--- src/rtl/can_frame_rx_if.sv ---
// ---------------------------------------------------------------------------
// can_frame_rx_if
// Bundles the bit stream coming from rx_pipeline and the parsed-frame results
// of can_frame_rx.
//   Upstream side  : bit_valid, rx_bit, stuff_error (into the parser)
//                    stuff_bypass (back to rx_pipeline)
//   Frame results  : busy, ack_slot, frame_valid, frame_id/ide/rtr/dlc/data
//   Error pulses   : crc_error, form_error, stuff_err_flag
// Modports:
//   slave  - the parser (consumes bits, produces results)
//   master - the environment (drives bits, observes results)
// ---------------------------------------------------------------------------
interface can_frame_rx_if;
  logic        bit_valid;
  logic        rx_bit;
  logic        stuff_error;
  logic        stuff_bypass;
  logic        busy;
  logic        ack_slot;
  logic        frame_valid;
  logic [28:0] frame_id;
  logic        frame_ide;
  logic        frame_rtr;
  logic [3:0]  frame_dlc;
  logic [63:0] frame_data;
  logic        crc_error;
  logic        form_error;
  logic        stuff_err_flag;

  modport slave (
    input  bit_valid, rx_bit, stuff_error,
    output stuff_bypass, busy, ack_slot, frame_valid, frame_id, frame_ide,
           frame_rtr, frame_dlc, frame_data, crc_error, form_error,
           stuff_err_flag
  );

  modport master (
    output bit_valid, rx_bit, stuff_error,
    input  stuff_bypass, busy, ack_slot, frame_valid, frame_id, frame_ide,
           frame_rtr, frame_dlc, frame_data, crc_error, form_error,
           stuff_err_flag
  );
endinterface

--- src/rtl/can_frame_rx.sv ---
// ---------------------------------------------------------------------------
// can_frame_rx
// CAN 2.0 receive frame parser. Consumes one destuffed bit per bit_valid
// strobe, walks SOF..EOF, checks CRC-15 and the fixed-form tail, and presents
// the received frame with a one-cycle frame_valid strobe.
// Ports:
//   clk  - system clock
//   rst  - synchronous, active-high reset
//   bus  - can_frame_rx_if.slave: bit stream in, stuff_bypass back upstream,
//          frame fields and one-cycle status/error pulses out
// Parameter:
//   IDLE_BITS - consecutive recessive bits needed for bus integration
// Build option:
//   CAN_EXT_ID_EN - when defined, extended (29-bit ID) frames are parsed;
//                   otherwise IDE=1 is a form error and frame_ide is 0.
// ---------------------------------------------------------------------------
module can_frame_rx #(
  parameter int IDLE_BITS = 11
) (
  input logic           clk,
  input logic           rst,
  can_frame_rx_if.slave bus
);

  localparam int CW = $clog2(IDLE_BITS + 1);
  localparam logic [CW-1:0] IDLE_MAX = CW'(IDLE_BITS);
`ifdef CAN_EXT_ID_EN
  localparam int IDW = 29;
`else
  localparam int IDW = 11;
`endif

  typedef enum logic [3:0] {
    S_IDLE, S_ID_A, S_SRR_RTR, S_IDE, S_ID_B, S_RTR_EXT, S_R1, S_R0,
    S_DLC, S_DATA, S_CRC, S_CRC_DEL, S_ACK, S_ACK_DEL, S_EOF, S_ERROR
  } state_t;

  state_t          state_q, state_d;
  logic [CW-1:0]   idle_cnt_q, idle_cnt_d;
  logic [6:0]      cnt_q, cnt_d;
  logic [14:0]     crc_q, crc_d;
  logic [IDW-1:0]  id_q, id_d;
  logic            rtr_q, rtr_d;
  logic [3:0]      dlc_q, dlc_d;
  logic [63:0]     data_q, data_d;
  logic            bypass_q, bypass_d;

  logic            ack_q, ack_d;
  logic            fv_q, fv_d;
  logic            crc_err_q, crc_err_d;
  logic            form_err_q, form_err_d;
  logic            stuff_err_q, stuff_err_d;

  logic [28:0]     fid_q, fid_d;
  logic            frtr_q, frtr_d;
  logic [3:0]      fdlc_q, fdlc_d;
  logic [63:0]     fdata_q, fdata_d;
`ifdef CAN_EXT_ID_EN
  logic            ide_q, ide_d;
  logic            fide_q, fide_d;
`endif

  logic            crc_nxt;
  logic [14:0]     crc_shift;
  logic [6:0]      data_len;
  logic            in_frame;
  logic            go_error;

  // MSB-first CRC-15 step over the current bit; feeding the received CRC
  // through the same register leaves a zero remainder on a good frame.
  assign crc_nxt   = bus.rx_bit ^ crc_q[14];
  assign crc_shift = {crc_q[13:0], 1'b0} ^ (crc_nxt ? 15'h4599 : 15'h0000);

  // Data field length in bits, taken from the DLC as it is being completed so
  // the decision to skip DATA can be made on the last DLC bit.
  always_comb begin
    data_len = 7'd0;
    if (!rtr_q) begin
      data_len = dlc_d[3] ? 7'd64 : {1'b0, dlc_d[2:0], 3'b000};
    end
  end

  assign in_frame = (state_q != S_IDLE) && (state_q != S_ERROR);

  always_comb begin
    state_d     = state_q;
    idle_cnt_d  = idle_cnt_q;
    cnt_d       = cnt_q;
    crc_d       = crc_q;
    id_d        = id_q;
    rtr_d       = rtr_q;
    dlc_d       = dlc_q;
    data_d      = data_q;
    bypass_d    = bypass_q;
    fid_d       = fid_q;
    frtr_d      = frtr_q;
    fdlc_d      = fdlc_q;
    fdata_d     = fdata_q;
`ifdef CAN_EXT_ID_EN
    ide_d       = ide_q;
    fide_d      = fide_q;
`endif
    ack_d       = 1'b0;
    fv_d        = 1'b0;
    crc_err_d   = 1'b0;
    form_err_d  = 1'b0;
    stuff_err_d = 1'b0;
    go_error    = 1'b0;

    if (bus.bit_valid) begin
      // A stuff error outranks any form violation seen on the same bit.
      if (in_frame && bus.stuff_error && !bypass_q) begin
        stuff_err_d = 1'b1;
        go_error    = 1'b1;
      end else begin
        case (state_q)
          S_IDLE: begin
            if (bus.rx_bit) begin
              if (idle_cnt_q != IDLE_MAX) idle_cnt_d = idle_cnt_q + 1'b1;
            end else if (idle_cnt_q == IDLE_MAX) begin
              // SOF: clear every partial field; SOF itself shifts a zero
              // into a zero CRC, so the CRC simply starts at 0.
              state_d  = S_ID_A;
              cnt_d    = 7'd0;
              crc_d    = 15'd0;
              id_d     = '0;
              rtr_d    = 1'b0;
              dlc_d    = 4'd0;
              data_d   = 64'd0;
              bypass_d = 1'b0;
`ifdef CAN_EXT_ID_EN
              ide_d    = 1'b0;
`endif
            end else begin
              idle_cnt_d = '0;
            end
          end
          S_ID_A: begin
            id_d  = {id_q[IDW-2:0], bus.rx_bit};
            crc_d = crc_shift;
            if (cnt_q == 7'd10) begin
              state_d = S_SRR_RTR;
              cnt_d   = 7'd0;
            end else begin
              cnt_d = cnt_q + 7'd1;
            end
          end
          S_SRR_RTR: begin
            // RTR for base frames; SRR for extended ones (overwritten later).
            rtr_d   = bus.rx_bit;
            crc_d   = crc_shift;
            state_d = S_IDE;
          end
          S_IDE: begin
            crc_d = crc_shift;
            if (!bus.rx_bit) begin
              state_d = S_R0;
            end else begin
`ifdef CAN_EXT_ID_EN
              ide_d   = 1'b1;
              state_d = S_ID_B;
              cnt_d   = 7'd0;
`else
              form_err_d = 1'b1;
              go_error   = 1'b1;
`endif
            end
          end
`ifdef CAN_EXT_ID_EN
          S_ID_B: begin
            id_d  = {id_q[IDW-2:0], bus.rx_bit};
            crc_d = crc_shift;
            if (cnt_q == 7'd17) begin
              state_d = S_RTR_EXT;
              cnt_d   = 7'd0;
            end else begin
              cnt_d = cnt_q + 7'd1;
            end
          end
          S_RTR_EXT: begin
            rtr_d   = bus.rx_bit;
            crc_d   = crc_shift;
            state_d = S_R1;
          end
          S_R1: begin
            crc_d   = crc_shift;
            state_d = S_R0;
          end
`endif
          S_R0: begin
            crc_d   = crc_shift;
            state_d = S_DLC;
            cnt_d   = 7'd0;
          end
          S_DLC: begin
            dlc_d = {dlc_q[2:0], bus.rx_bit};
            crc_d = crc_shift;
            if (cnt_q == 7'd3) begin
              cnt_d   = 7'd0;
              state_d = (data_len == 7'd0) ? S_CRC : S_DATA;
            end else begin
              cnt_d = cnt_q + 7'd1;
            end
          end
          S_DATA: begin
            // Bits land from bit 63 downward so the first byte is [63:56]
            // and bytes never received stay zero.
            data_d[6'(7'd63 - cnt_q)] = bus.rx_bit;
            crc_d = crc_shift;
            if (cnt_q == data_len - 7'd1) begin
              state_d = S_CRC;
              cnt_d   = 7'd0;
            end else begin
              cnt_d = cnt_q + 7'd1;
            end
          end
          S_CRC: begin
            crc_d = crc_shift;
            if (cnt_q == 7'd14) begin
              // The tail from CRC_DEL on is fixed-form and never stuffed.
              bypass_d = 1'b1;
              state_d  = S_CRC_DEL;
              cnt_d    = 7'd0;
            end else begin
              cnt_d = cnt_q + 7'd1;
            end
          end
          S_CRC_DEL: begin
            if (!bus.rx_bit) begin
              form_err_d = 1'b1;
              go_error   = 1'b1;
            end else if (crc_q != 15'd0) begin
              crc_err_d = 1'b1;
              go_error  = 1'b1;
            end else begin
              ack_d   = 1'b1;
              state_d = S_ACK;
            end
          end
          S_ACK: begin
            state_d = S_ACK_DEL;
          end
          S_ACK_DEL: begin
            if (!bus.rx_bit) begin
              form_err_d = 1'b1;
              go_error   = 1'b1;
            end else begin
              state_d = S_EOF;
              cnt_d   = 7'd0;
            end
          end
          S_EOF: begin
            if (!bus.rx_bit) begin
              form_err_d = 1'b1;
              go_error   = 1'b1;
            end else if (cnt_q == 7'd6) begin
              fid_d      = 29'(id_q);
              frtr_d     = rtr_q;
              fdlc_d     = dlc_q;
              fdata_d    = data_q;
`ifdef CAN_EXT_ID_EN
              fide_d     = ide_q;
`endif
              fv_d       = 1'b1;
              state_d    = S_IDLE;
              idle_cnt_d = IDLE_MAX;
            end else begin
              cnt_d = cnt_q + 7'd1;
            end
          end
          S_ERROR: begin
            if (bus.rx_bit) begin
              if (idle_cnt_q == IDLE_MAX - 1'b1) begin
                state_d    = S_IDLE;
                idle_cnt_d = IDLE_MAX;
              end else begin
                idle_cnt_d = idle_cnt_q + 1'b1;
              end
            end else begin
              idle_cnt_d = '0;
            end
          end
          default: begin
            state_d = S_IDLE;
          end
        endcase
      end

      if (go_error) begin
        state_d    = S_ERROR;
        idle_cnt_d = '0;
        bypass_d   = 1'b1;
      end
    end
  end

  always_ff @(posedge clk) begin
    if (rst) begin
      state_q     <= S_IDLE;
      idle_cnt_q  <= '0;
      cnt_q       <= 7'd0;
      crc_q       <= 15'd0;
      id_q        <= '0;
      rtr_q       <= 1'b0;
      dlc_q       <= 4'd0;
      data_q      <= 64'd0;
      bypass_q    <= 1'b1;
      ack_q       <= 1'b0;
      fv_q        <= 1'b0;
      crc_err_q   <= 1'b0;
      form_err_q  <= 1'b0;
      stuff_err_q <= 1'b0;
      fid_q       <= 29'd0;
      frtr_q      <= 1'b0;
      fdlc_q      <= 4'd0;
      fdata_q     <= 64'd0;
`ifdef CAN_EXT_ID_EN
      ide_q       <= 1'b0;
      fide_q      <= 1'b0;
`endif
    end else begin
      state_q     <= state_d;
      idle_cnt_q  <= idle_cnt_d;
      cnt_q       <= cnt_d;
      crc_q       <= crc_d;
      id_q        <= id_d;
      rtr_q       <= rtr_d;
      dlc_q       <= dlc_d;
      data_q      <= data_d;
      bypass_q    <= bypass_d;
      ack_q       <= ack_d;
      fv_q        <= fv_d;
      crc_err_q   <= crc_err_d;
      form_err_q  <= form_err_d;
      stuff_err_q <= stuff_err_d;
      fid_q       <= fid_d;
      frtr_q      <= frtr_d;
      fdlc_q      <= fdlc_d;
      fdata_q     <= fdata_d;
`ifdef CAN_EXT_ID_EN
      ide_q       <= ide_d;
      fide_q      <= fide_d;
`endif
    end
  end

  assign bus.stuff_bypass   = bypass_q;
  assign bus.busy           = in_frame;
  assign bus.ack_slot       = ack_q;
  assign bus.frame_valid    = fv_q;
  assign bus.frame_id       = fid_q;
  assign bus.frame_rtr      = frtr_q;
  assign bus.frame_dlc      = fdlc_q;
  assign bus.frame_data     = fdata_q;
  assign bus.crc_error      = crc_err_q;
  assign bus.form_error     = form_err_q;
  assign bus.stuff_err_flag = stuff_err_q;
`ifdef CAN_EXT_ID_EN
  assign bus.frame_ide      = fide_q;
`else
  assign bus.frame_ide      = 1'b0;
`endif

endmodule
--- src/flat_wrapper.sv ---
// flat-port wrapper written by rule: the top's interface ports become plain ports
module can_frame_rx_flat 
#(
  parameter int IDLE_BITS = 11
)
  (clk, rst, bus_bit_valid, bus_rx_bit, bus_stuff_error, bus_stuff_bypass, bus_busy, bus_ack_slot, bus_frame_valid, bus_frame_id, bus_frame_ide, bus_frame_rtr, bus_frame_dlc, bus_frame_data, bus_crc_error, bus_form_error, bus_stuff_err_flag);
  can_frame_rx_if bus_i ();
  input logic clk;
  input logic rst;
  input wire logic [$bits(bus_i.bit_valid)-1:0] bus_bit_valid;
  input wire logic [$bits(bus_i.rx_bit)-1:0] bus_rx_bit;
  input wire logic [$bits(bus_i.stuff_error)-1:0] bus_stuff_error;
  output wire logic [$bits(bus_i.stuff_bypass)-1:0] bus_stuff_bypass;
  output wire logic [$bits(bus_i.busy)-1:0] bus_busy;
  output wire logic [$bits(bus_i.ack_slot)-1:0] bus_ack_slot;
  output wire logic [$bits(bus_i.frame_valid)-1:0] bus_frame_valid;
  output wire logic [$bits(bus_i.frame_id)-1:0] bus_frame_id;
  output wire logic [$bits(bus_i.frame_ide)-1:0] bus_frame_ide;
  output wire logic [$bits(bus_i.frame_rtr)-1:0] bus_frame_rtr;
  output wire logic [$bits(bus_i.frame_dlc)-1:0] bus_frame_dlc;
  output wire logic [$bits(bus_i.frame_data)-1:0] bus_frame_data;
  output wire logic [$bits(bus_i.crc_error)-1:0] bus_crc_error;
  output wire logic [$bits(bus_i.form_error)-1:0] bus_form_error;
  output wire logic [$bits(bus_i.stuff_err_flag)-1:0] bus_stuff_err_flag;
  assign bus_i.bit_valid = bus_bit_valid;
  assign bus_i.rx_bit = bus_rx_bit;
  assign bus_i.stuff_error = bus_stuff_error;
  assign bus_stuff_bypass = bus_i.stuff_bypass;
  assign bus_busy = bus_i.busy;
  assign bus_ack_slot = bus_i.ack_slot;
  assign bus_frame_valid = bus_i.frame_valid;
  assign bus_frame_id = bus_i.frame_id;
  assign bus_frame_ide = bus_i.frame_ide;
  assign bus_frame_rtr = bus_i.frame_rtr;
  assign bus_frame_dlc = bus_i.frame_dlc;
  assign bus_frame_data = bus_i.frame_data;
  assign bus_crc_error = bus_i.crc_error;
  assign bus_form_error = bus_i.form_error;
  assign bus_stuff_err_flag = bus_i.stuff_err_flag;
  can_frame_rx #(.IDLE_BITS(IDLE_BITS)) u_core (.clk(clk), .rst(rst), .bus(bus_i));
endmodule
--- config.mk ---
export PLATFORM = sky130hd
export DESIGN_NAME = can_frame_rx_flat
export DESIGN_NICKNAME = d
export VERILOG_FILES = /design/src/rtl/can_frame_rx_if.sv /design/src/rtl/can_frame_rx.sv /design/src/flat_wrapper.sv
export SDC_FILE = /design/constraint.sdc
export NUM_CORES = 1
export LEC_CHECK = 0
export BUFFER_PORTS_ARGS = -buffer_cell sky130_fd_sc_hd__buf_2
export CORE_MARGIN = 1
export CORE_UTILIZATION = 50
export CTS_CLUSTER_DIAMETER = 40
export DETAILED_ROUTE_END_ITERATION = 10
export PLACE_DENSITY = 0.78
export RECOVER_POWER = 100
export SYNTH_ARGS = -nofsm -noshare
export SYNTH_HDL_FRONTEND = slang
export SYNTH_SLANG_ARGS = --single-unit
--- constraint.sdc ---
create_clock -name clk -period 3.1 [get_ports clk]
set_input_delay 0.465 -clock clk [delete_from_list [all_inputs] [get_ports clk]]
set_output_delay 0.465 -clock clk [all_outputs]
set_load 0.02 [all_outputs]
==> flow_metrics.env, run 1 <==
export IMPL_crit_top_cell="buf_4"
export IMPL_path_delay_family="simple AND/OR/NAND/NOR gates"
export IMPL_path_clk_slew_ps=80
export IMPL_drt_pass1_iter_count=8
export IMPL_period_needed_ps=2970
export IMPL_gp_congestion=0.932
export IMPL_maxCapViolCount=0
export IMPL_r2r_end="u_core.data_q[35]"
export IMPL_fin_cells=1427
export IMPL_final_hold_viol_count=0
export IMPL_cts_sinks=196
export IMPL_layout_drive_gt1_share_pct=7.87
export IMPL_postRouteAntennaNets=0
export IMPL_fin_skew_ps=12.4
export IMPL_min_from="bus_bit_valid"
export IMPL_crit_path_start="u_core.state_q[0]"
export IMPL_synth_edf_count=0
export IMPL_criticalPathCategory="flop to flop"
export IMPL_period_share_pct=95.9
export IMPL_clockRootBuffer="clkbuf_16"
export IMPL_finalSetupViolCount=0
export IMPL_fp_dieH_um=133
export IMPL_die_area_um2=17700
export IMPL_irDropWorstVdd_mv=0.417
export IMPL_synth_distinct_cells=61
export IMPL_insertedDiodeCount=0
export IMPL_status="finished, final reports clean"
export IMPL_whs_endpoint="u_core.bus.stuff_err_flag"
export IMPL_vias=8146
export IMPL_rsz0062_at_grt="no"
export IMPL_grt_pass1_wl_um=36500
export IMPL_n_fill_cell=1580
export IMPL_overflow=0
export IMPL_path_buf_inv=3
export IMPL_grt_pass1_vias=7172
export IMPL_synth_top_area_cell="dfxtp_1"
export IMPL_synth_area_leaders="dfxtp_1 46%, a21oi_1 14%, nand2_1 12%, o21ai_0 4.4%, clkbuf_1 3.7%"
export IMPL_ys_warnings_count=0
export IMPL_num_rows=47
export IMPL_r2r_cells=10
export IMPL_critPathRequiredTime_ps=3480
export IMPL_crit_arrival_ps=3360
export IMPL_grt_start_max_net_pins=97
export IMPL_pre_cts_slack_ps=108
export IMPL_fp_coreArea_um2=16600
export IMPL_slowest_delay_ps=610
export IMPL_min_path_cells=2
export IMPL_synth_seq_cells=196
export IMPL_syn_area_per_cell_um2=7.57
export IMPL_post_cts_buffers=0
export IMPL_ys_top_cells_by_count="272 x nand2_1, 242 x a21oi_1, 196 x dfxtp_1"
export IMPL_synth_ff_type="dfxtp_1"
export IMPL_routedWlPerCell_um=15.9
export IMPL_regToRegSetupSlack_ps=130
export IMPL_synth_cell_area_um2=8580
export IMPL_crit_path_max_fanout=8
export IMPL_ctsHoldBuffers=0
export IMPL_dp_cells=1395
export IMPL_final_nets=1205
export IMPL_slew_violations=0
export IMPL_rr_startpoint="u_core.state_q[0]"
export IMPL_area_growth_pct=13.3
export IMPL_critPathSlowestCell="or4_1"
export IMPL_pwr_density_cell_nw_per_um2=640
export IMPL_power_leakage_nw=3.29
export IMPL_viasPerCell=5.71
export IMPL_worst_slew_pin_slew_ps=952
export IMPL_die_width_um=133
export IMPL_relSlewSlack_pct=36.3
export IMPL_htree_levels=4
export IMPL_layout_setup_ws_ps=127
export IMPL_postCtsResizedCells=0
export IMPL_ios=111
export IMPL_end_kind="flop"
export IMPL_dp_hpwl_um=14500
export IMPL_cts_tree="built"
export IMPL_syn_instance_count=1134
export IMPL_min_path_type="input pin to flop"
export IMPL_drtIter0Drc=880
export IMPL_synth_top_cell_area_share_pct=45.7
export IMPL_fin_area_um2=9720
export IMPL_cp_start_kind="flop"
export IMPL_crit_chain="or4_1, buf_4, o211ai_2, nand3_1, nor2_1, clkbuf_2, and2_0, buf_4, nand2_1, a21oi_1"
export IMPL_start_util_pct=51.6
export IMPL_cts_made_buffers=17
export IMPL_route_detailed_drc=0
export IMPL_max_freq_ghz=0.336
export IMPL_synth_most_common_cell="nand2_1"
export IMPL_grt_usage_pct=25.6
export IMPL_tns_ps=0
export IMPL_yosysSeqAreaShare_pct=45.7
export IMPL_async_flop_share_pct=0
export IMPL_clock_latency_ps=450
export IMPL_placed_area_um2=9230
export IMPL_io_buffers=91
export IMPL_clock_path_buffers=2
export IMPL_hold_ws_ps=350
export IMPL_routed_wl_um=22600
export IMPL_antenna_found_initial=0
[cells in the final DEF, fill, tap and decap left out, types with 2 or more instances in the layout]
cell type  netlist  final
a211oi_1         7      7
xnor2_1         14     14
or2_2            3      3
nor3b_1          2      2
nor4b_1          2      2
o21ai_0         75     75
ha_1             6      6
or3_1            4      3
a22oi_1         12     11
a21oi_1        242    242
clkbuf_1        85     89
nand3_1         25     24
a31oi_1          6      6
clkinv_8         0      2
nand3b_1         4      4
and2_0           0      5
or4_1            4      4
dfxtp_1        196    196
xor2_1           4      4
nor4_1           6      6
nor2_1          45     45
nand4_1          4      4
nor2b_1          7      7
o22ai_1          2      2
conb_1           1     19
o2bb2ai_1        2      2
clkbuf_2         0      5
nor3_1          17     18
nand2_1        272    272
buf_2            3      4
and3_1           3      3
o31ai_1          2      2
bufinv_16        0      2
buf_4           20     35
inv_6            0      7
nand2b_1         9      9
clkbuf_16        0     17
inv_1           12     12
[worst max path at each step]
stage | endpoint | cells past startpoint
after global placement | u_core.cnt_q[3] | 12
after global routing | u_core.cnt_q[3] | 12
final | u_core.data_q[35] | 10
after floorplan | u_core.state_q[2] | 12
after detailed placement | u_core.cnt_q[6] | 12
after CTS | u_core.cnt_q[3] | 12
[area by class of cell]
class                           instances  area (um^2)  share of cell area [%]
Sequential cell                       196         3920                    40.3
Clock buffer                           17          425                    4.37
Clock inverter                         15          186                    1.92
Inverter                               13         48.8                   0.502
Tap cell                              220          275                    2.83
Multi-Input combinational cell        831         4190                    43.1
Timing Repair Buffer                  135          673                    6.92
[state kept, by name (all words and copies together), names as in the netlist]
| name | cells |
|---|---|
| u_core.bus.ack_slot | 1 |
| u_core.rtr_q | 1 |
| u_core.bus.form_error | 1 |
| u_core.idle_cnt_q | 4 |
| u_core.id_q | 11 |
| u_core.bus.frame_rtr | 1 |
| u_core.bus.frame_id | 11 |
| u_core.bus.frame_dlc | 4 |
| u_core.data_q | 64 |
| u_core.bus.stuff_err_flag | 1 |
| u_core.bus.frame_data | 64 |
| u_core.bus.stuff_bypass | 1 |
| u_core.bus.crc_error | 1 |
| u_core.bus.frame_valid | 1 |
| u_core.cnt_q | 7 |
| u_core.dlc_q | 4 |
| u_core.state_q | 4 |
| u_core.crc_q | 15 |
[cell families (layout without fill, tap and decap cells)]
logic type               count (synthesis)  after routing  synth area share (%)
multiplexers                             1              1                 0.131
XOR/XNOR                                18             18                  1.84
AO/OA/AOI/OAI                          365            365                  23.3
adder cells (fa/ha/maj)                  6              6                 0.875
AND/OR/NAND/NOR                        422            422                  21.6
other                                    1             19                0.0437
flip-flops                             196            196                  45.7
buffers and inverters                  125            180                  6.47
[layer usage]
| layer | wire (um) | vias to the layer above | track usage, % |
|---|---|---|---|
| li1 | - | 3960 | - |
| met1 | 10100 | 3809 | 35.3 |
| met2 | 10400 | 335 | 39.8 |
| met3 | 1680 | 42 | 4.25 |
| met4 | 474 | 0 | 10.2 |
| met5 | 0 | - | 0 |
[stage by stage]
stage / power, mW / util [%]
floorplan: 3.60 / -
global placement: 3.97 / 55.5
detailed placement: 3.96 / 55.5
CTS: 6.23 / 59.2
global route: 6.45 / 58.4
finish: 6.22 / 58.4
[power breakdown]
group	switching [mW]	internal, mW	total (mW)
clock	1.08	1.23	2.30
combinational	0.941	0.386	1.33
sequential	0.0342	2.56	2.59
total	2.05	4.17	6.22
No activity file was read; power rests on OpenSTA's default activity.
==> run 2, diff against run 1 <==
--- a/config.mk
+++ b/config.mk
@@ -11,7 +11,6 @@
 export CTS_CLUSTER_DIAMETER = 40
 export DETAILED_ROUTE_END_ITERATION = 10
 export PLACE_DENSITY = 0.78
-export RECOVER_POWER = 100
 export SYNTH_ARGS = -nofsm -noshare
 export SYNTH_HDL_FRONTEND = slang
 export SYNTH_SLANG_ARGS = --single-unit
==> flow_metrics.env, run 2 (same netlist as run 1, synthesis figures left out) <==
export IMPL_min_from="bus_bit_valid"
export IMPL_gp_congestion=0.932
export IMPL_layout_commonest_cell="nand2_1"
export IMPL_tns_ps=0
export IMPL_num_rows=47
export IMPL_antenna_found_initial=0
export IMPL_overflow=0
export IMPL_period_share_pct=94.2
export IMPL_drtIter0Drc=914
export IMPL_grt_start_max_net_pins=97
export IMPL_rsz0062_at_grt="no"
export IMPL_start_util_pct=51.6
export IMPL_period_needed_ps=2920
export IMPL_grt_pass1_vias=7172
export IMPL_grt_usage_pct=25.6
export IMPL_post_cts_buffers=0
export IMPL_clock_latency_ps=440
export IMPL_finalSetupViolCount=0
export IMPL_power_leakage_nw=3.68
export IMPL_crit_path_max_fanout=53
export IMPL_whs_endpoint="u_core.bus.stuff_err_flag"
export IMPL_r2r_end="u_core.bus.frame_data[2]"
export IMPL_io_buffers=91
export IMPL_max_freq_ghz=0.342
export IMPL_cts_tree="built"
export IMPL_irDropWorstVdd_mv=0.417
export IMPL_path_clk_slew_ps=70
export IMPL_layout_drive_gt1_share_pct=15.5
export IMPL_worst_slew_pin_slew_ps=975
export IMPL_fp_coreArea_um2=16600
export IMPL_final_nets=1205
export IMPL_min_path_type="input pin to flop"
export IMPL_p_total_mw=6.25
export IMPL_relSlewSlack_pct=34.7
export IMPL_end_kind="flop"
export IMPL_cp_start_kind="flop"
export IMPL_slew_violations=0
export IMPL_hold_ws_ps=352
export IMPL_cts_sinks=196
export IMPL_ios=111
export IMPL_routed_wl_um=22700
export IMPL_fp_dieH_um=133
export IMPL_route_detailed_drc=0
export IMPL_r2r_cells=8
export IMPL_status="finished, final reports clean"
export IMPL_crit_path_start="u_core.state_q[0]"
export IMPL_clockRootBuffer="clkbuf_16"
export IMPL_fin_skew_ps=12.0
export IMPL_area_growth_pct=14.9
export IMPL_htree_levels=4
export IMPL_insertedDiodeCount=0
export IMPL_cts_made_buffers=17
export IMPL_critPathRequiredTime_ps=3410
export IMPL_die_area_um2=17700
export IMPL_routedWlPerCell_um=15.9
export IMPL_vias=8108
export IMPL_ctsHoldBuffers=0
export IMPL_postCtsResizedCells=0
export IMPL_crit_arrival_ps=3230
export IMPL_grt_pass1_wl_um=36500
export IMPL_viasPerCell=5.68
export IMPL_rr_startpoint="u_core.state_q[0]"
export IMPL_maxCapViolCount=0
export IMPL_min_path_cells=2
export IMPL_criticalPathCategory="flop to flop"
export IMPL_postRouteAntennaNets=0
export IMPL_drt_pass1_iter_count=5
export IMPL_dp_hpwl_um=14500
export IMPL_regToRegSetupSlack_ps=180
export IMPL_clock_path_buffers=2
export IMPL_die_width_um=133
export IMPL_final_cell_mix="272 x nand2_1, 242 x a21oi_1, 196 x dfxtp_1, 90 x buf_2, 75 x o21ai_0"
export IMPL_pwr_density_cell_nw_per_um2=634
export IMPL_final_hold_viol_count=0
-- run 2: cell count changes in the layout (fill, tap and decap cells not counted), moves of 5 or more --
cell      change
and2_0        -5
and2_1        +5
buf_2        +86
buf_4         +8
clkbuf_1     -89
clkbuf_2      -5
-- run 2: worst max-delay path by stage --
stage,endpoint,cells past startpoint,slack (ps)
floorplan,u_core.state_q[2],12,420
detailed placement,u_core.cnt_q[6],12,110
CTS,u_core.cnt_q[3],12,130
global placement,u_core.cnt_q[3],12,220
global route,u_core.cnt_q[3],12,40
finish,u_core.bus.frame_data[2],8,180
-- run 2: metal layers --
layer / track usage (%) / wire (um) / vias up
li1: - / - / 3950
met4: 10.2 / 447 / 0
met1: 35.3 / 10100 / 3802
met3: 4.25 / 1580 / 42
met2: 39.8 / 10500 / 314
met5: 0 / 0 / -
-- run 2: power by group --
part / internal (mW) / switching, mW / leakage (nW) / total, mW
sequential: 2.56 / 0.0338 / 1.58 / 2.59
clock: 1.23 / 1.07 / 0.297 / 2.30
combinational: 0.413 / 0.949 / 1.81 / 1.36
total: 4.20 / 2.05 / 3.68 / 6.25
-- run 2: per-stage QoR --
| step | std cells | setup WS [ps] | cell area, um^2 | utilization (%) |
|---|---|---|---|---|
| after floorplan | 1152 | 425 | 8650 | - |
| after global placement | 1395 | 217 | 9230 | 55.5 |
| after detailed placement | 1395 | 108 | 9230 | 55.5 |
| after CTS | 1427 | 131 | 9840 | 59.2 |
| after global routing | 1427 | 37.6 | 9860 | 59.3 |
| final | 1427 | 180 | 9860 | 59.3 |
-- run 2: worst max-delay path, cell delays in order, from the launching register on --
cell and delay (ps):
dfxtp_1 330, or4_1 610, buf_4 210, o211ai_2 150, nand3_1 330, or3_2 580, buf_4 300, nand2_1 160
a21oi_1 80
-- run 2: final cells by class --
cell class	instances	area, um^2
flip-flops and latches	196	3920
multi-input cells	831	4200
fillers	1530	6780
clock buffers	17	425
inverters	13	48.8
clock inverters	15	186
well taps	220	275
repair buffers	135	805
==> run 3, diff against run 2 <==
==> constraint.sdc (replaced) <==
create_clock -name clk -period 3.4 [get_ports clk]
set_input_delay 0.51 -clock clk [delete_from_list [all_inputs] [get_ports clk]]
set_output_delay 0.51 -clock clk [all_outputs]
set_load 0.02 [all_outputs]
==> flow_metrics.env, run 3 (same netlist as run 1, synthesis figures left out) <==
export IMPL_status="finished, final reports clean"
export IMPL_crit_cells=12
export IMPL_fin_skew_ps=11.1
export IMPL_layout_setup_ws_ps=294
export IMPL_min_path_type="input pin to flop"
export IMPL_cp_start_kind="flop"
export IMPL_relSlewSlack_pct=35.9
export IMPL_tns_ps=0
export IMPL_cts_made_buffers=17
export IMPL_clockRootBuffer="clkbuf_16"
export IMPL_postRouteAntennaNets=0
export IMPL_path_clk_slew_ps=70
export IMPL_p_switching_mw=1.82
export IMPL_switching_share_pct=31.9
export IMPL_r2r_cells=12
export IMPL_routedWlPerCell_um=16.0
export IMPL_drt_pass1_iter_count=7
export IMPL_cp_endpoint="u_core.cnt_q[4]"
export IMPL_gp_congestion=0.935
export IMPL_crit_path_start="u_core.state_q[1]"
export IMPL_die_area_um2=17700
export IMPL_critPathRequiredTime_ps=3750
export IMPL_combPwrFrac_pct=20.6
export IMPL_regToRegSetupSlack_ps=290
export IMPL_fp_dieH_um=133
export IMPL_p_int_mw=3.89
export IMPL_criticalPathCategory="flop to flop"
export IMPL_pwr_density_cell_nw_per_um2=582
export IMPL_r2r_end="u_core.cnt_q[4]"
export IMPL_layout_commonest_cell="nand2_1"
export IMPL_slowest_delay_ps=440
export IMPL_p_clk_share_pct=37.9
export IMPL_period_share_pct=91.4
export IMPL_routed_wl_um=22700
export IMPL_p_seq_share_pct=41.5
export IMPL_path_delay_family="compound AO/OA/AOI/OAI gates"
export IMPL_route_detailed_drc=0
export IMPL_area_growth_pct=14.4
export IMPL_pre_cts_slack_ps=263
export IMPL_dp_cells=1387
export IMPL_path_buf_inv=2
export IMPL_fp_coreArea_um2=16600
export IMPL_final_hold_viol_count=0
export IMPL_fin_cells=1419
export IMPL_dp_hpwl_um=14400
export IMPL_rsz0062_at_grt="no"
export IMPL_grt_pass1_vias=7392
export IMPL_final_nets=1197
export IMPL_period_needed_ps=3110
export IMPL_max_freq_ghz=0.322
export IMPL_crit_arrival_ps=3450
export IMPL_crit_chain="buf_4, nor4b_4, o221ai_4, a22oi_1, nand2_1, ha_1, xor2_1, nand3_1, inv_1, a41oi_2, nor2_2, a211oi_1"
export IMPL_ctsHoldBuffers=0
export IMPL_num_rows=47
export IMPL_finalSetupViolCount=0
export IMPL_critPathSlowestCell="nor4b_4"
export IMPL_vias=8152
export IMPL_htree_levels=4
export IMPL_grt_usage_pct=25.9
export IMPL_cts_sinks=196
export IMPL_clock_path_buffers=2
export IMPL_cts_tree="built"
export IMPL_maxCapViolCount=0
export IMPL_postCtsResizedCells=0
export IMPL_die_width_um=133
export IMPL_antenna_found_initial=0
export IMPL_start_util_pct=51.6
export IMPL_clock_latency_ps=440
export IMPL_slew_violations=0
export IMPL_rr_startpoint="u_core.state_q[1]"
export IMPL_post_cts_buffers=0
export IMPL_ios=111
export IMPL_p_total_mw=5.71
export IMPL_grt_start_max_net_pins=112
export IMPL_irDropWorstVdd_mv=0.355
export IMPL_layout_drive_gt1_share_pct=14.8
export IMPL_power_leakage_nw=3.65
export IMPL_viasPerCell=5.74
export IMPL_overflow=0
export IMPL_final_cell_mix="272 x nand2_1, 242 x a21oi_1, 196 x dfxtp_1, 90 x buf_2, 75 x o21ai_0"
export IMPL_drtIter0Drc=842
export IMPL_hold_ws_ps=417
export IMPL_end_kind="flop"
export IMPL_grt_pass1_wl_um=37100
export IMPL_crit_path_max_fanout=19
export IMPL_insertedDiodeCount=0
export IMPL_worst_slew_pin_slew_ps=959
export IMPL_io_buffers=91
==> run 3: cell type report <==
cell class / instances / area, um^2
Tap cell: 220 / 275
Inverter: 13 / 48.8
Clock inverter: 13 / 185
Fill cell: 1524 / 6830
Multi-Input combinational cell: 831 / 4180
Clock buffer: 19 / 453
Timing Repair Buffer: 127 / 744
Sequential cell: 196 / 3920
==> run 3: metrics by stage <==
step           cell area [um^2]  util [%]
2_1_floorplan              8650         -
3_3_place_gp               9170      55.1
3_5_place_dp               9170      55.1
4_1_cts                    9810      59.0
5_1_grt                    9810      59.0
6_report                   9810      59.0
==> run 3: worst min-delay path by stage <==
stage               slack [ps]  depth (start not counted)                      start                   endpoint
floorplan                  430                          2          u_core.data_q[10]  u_core.bus.frame_data[10]
global placement           440                          2          u_core.data_q[32]  u_core.bus.frame_data[32]
detailed placement         440                          2  u_core.bus.frame_data[22]  u_core.bus.frame_data[22]
CTS                        420                          2              bus_bit_valid  u_core.bus.stuff_err_flag
global route               430                          2              bus_bit_valid  u_core.bus.stuff_err_flag
finish                     420                          2              bus_bit_valid  u_core.bus.stuff_err_flag
==> run 3: power by group through the flow <==
stage | Combinational (mW) | Sequential (mW) | Clock [mW]
4_1_cts | 1.15 | 2.37 | 2.18
5_1_grt | 1.27 | 2.37 | 2.26
3_3_place_gp | 1.15 | 2.42 | 0
3_5_place_dp | 1.15 | 2.42 | 0
6_report | 1.18 | 2.37 | 2.17
2_1_floorplan | 0.874 | 2.41 | 0
==> run 3: per-layer routing <==
| metal | up-vias | GRT usage, % | part of all wire [%] |
|---|---|---|---|
| li1 | 3934 | - | - |
| met1 | 3839 | 36.5 | 45 |
| met2 | 350 | 39.7 | 46 |
| met3 | 29 | 4.64 | 7.6 |
| met4 | 0 | 9.13 | 1.6 |
| met5 | - | 0 | 0 |
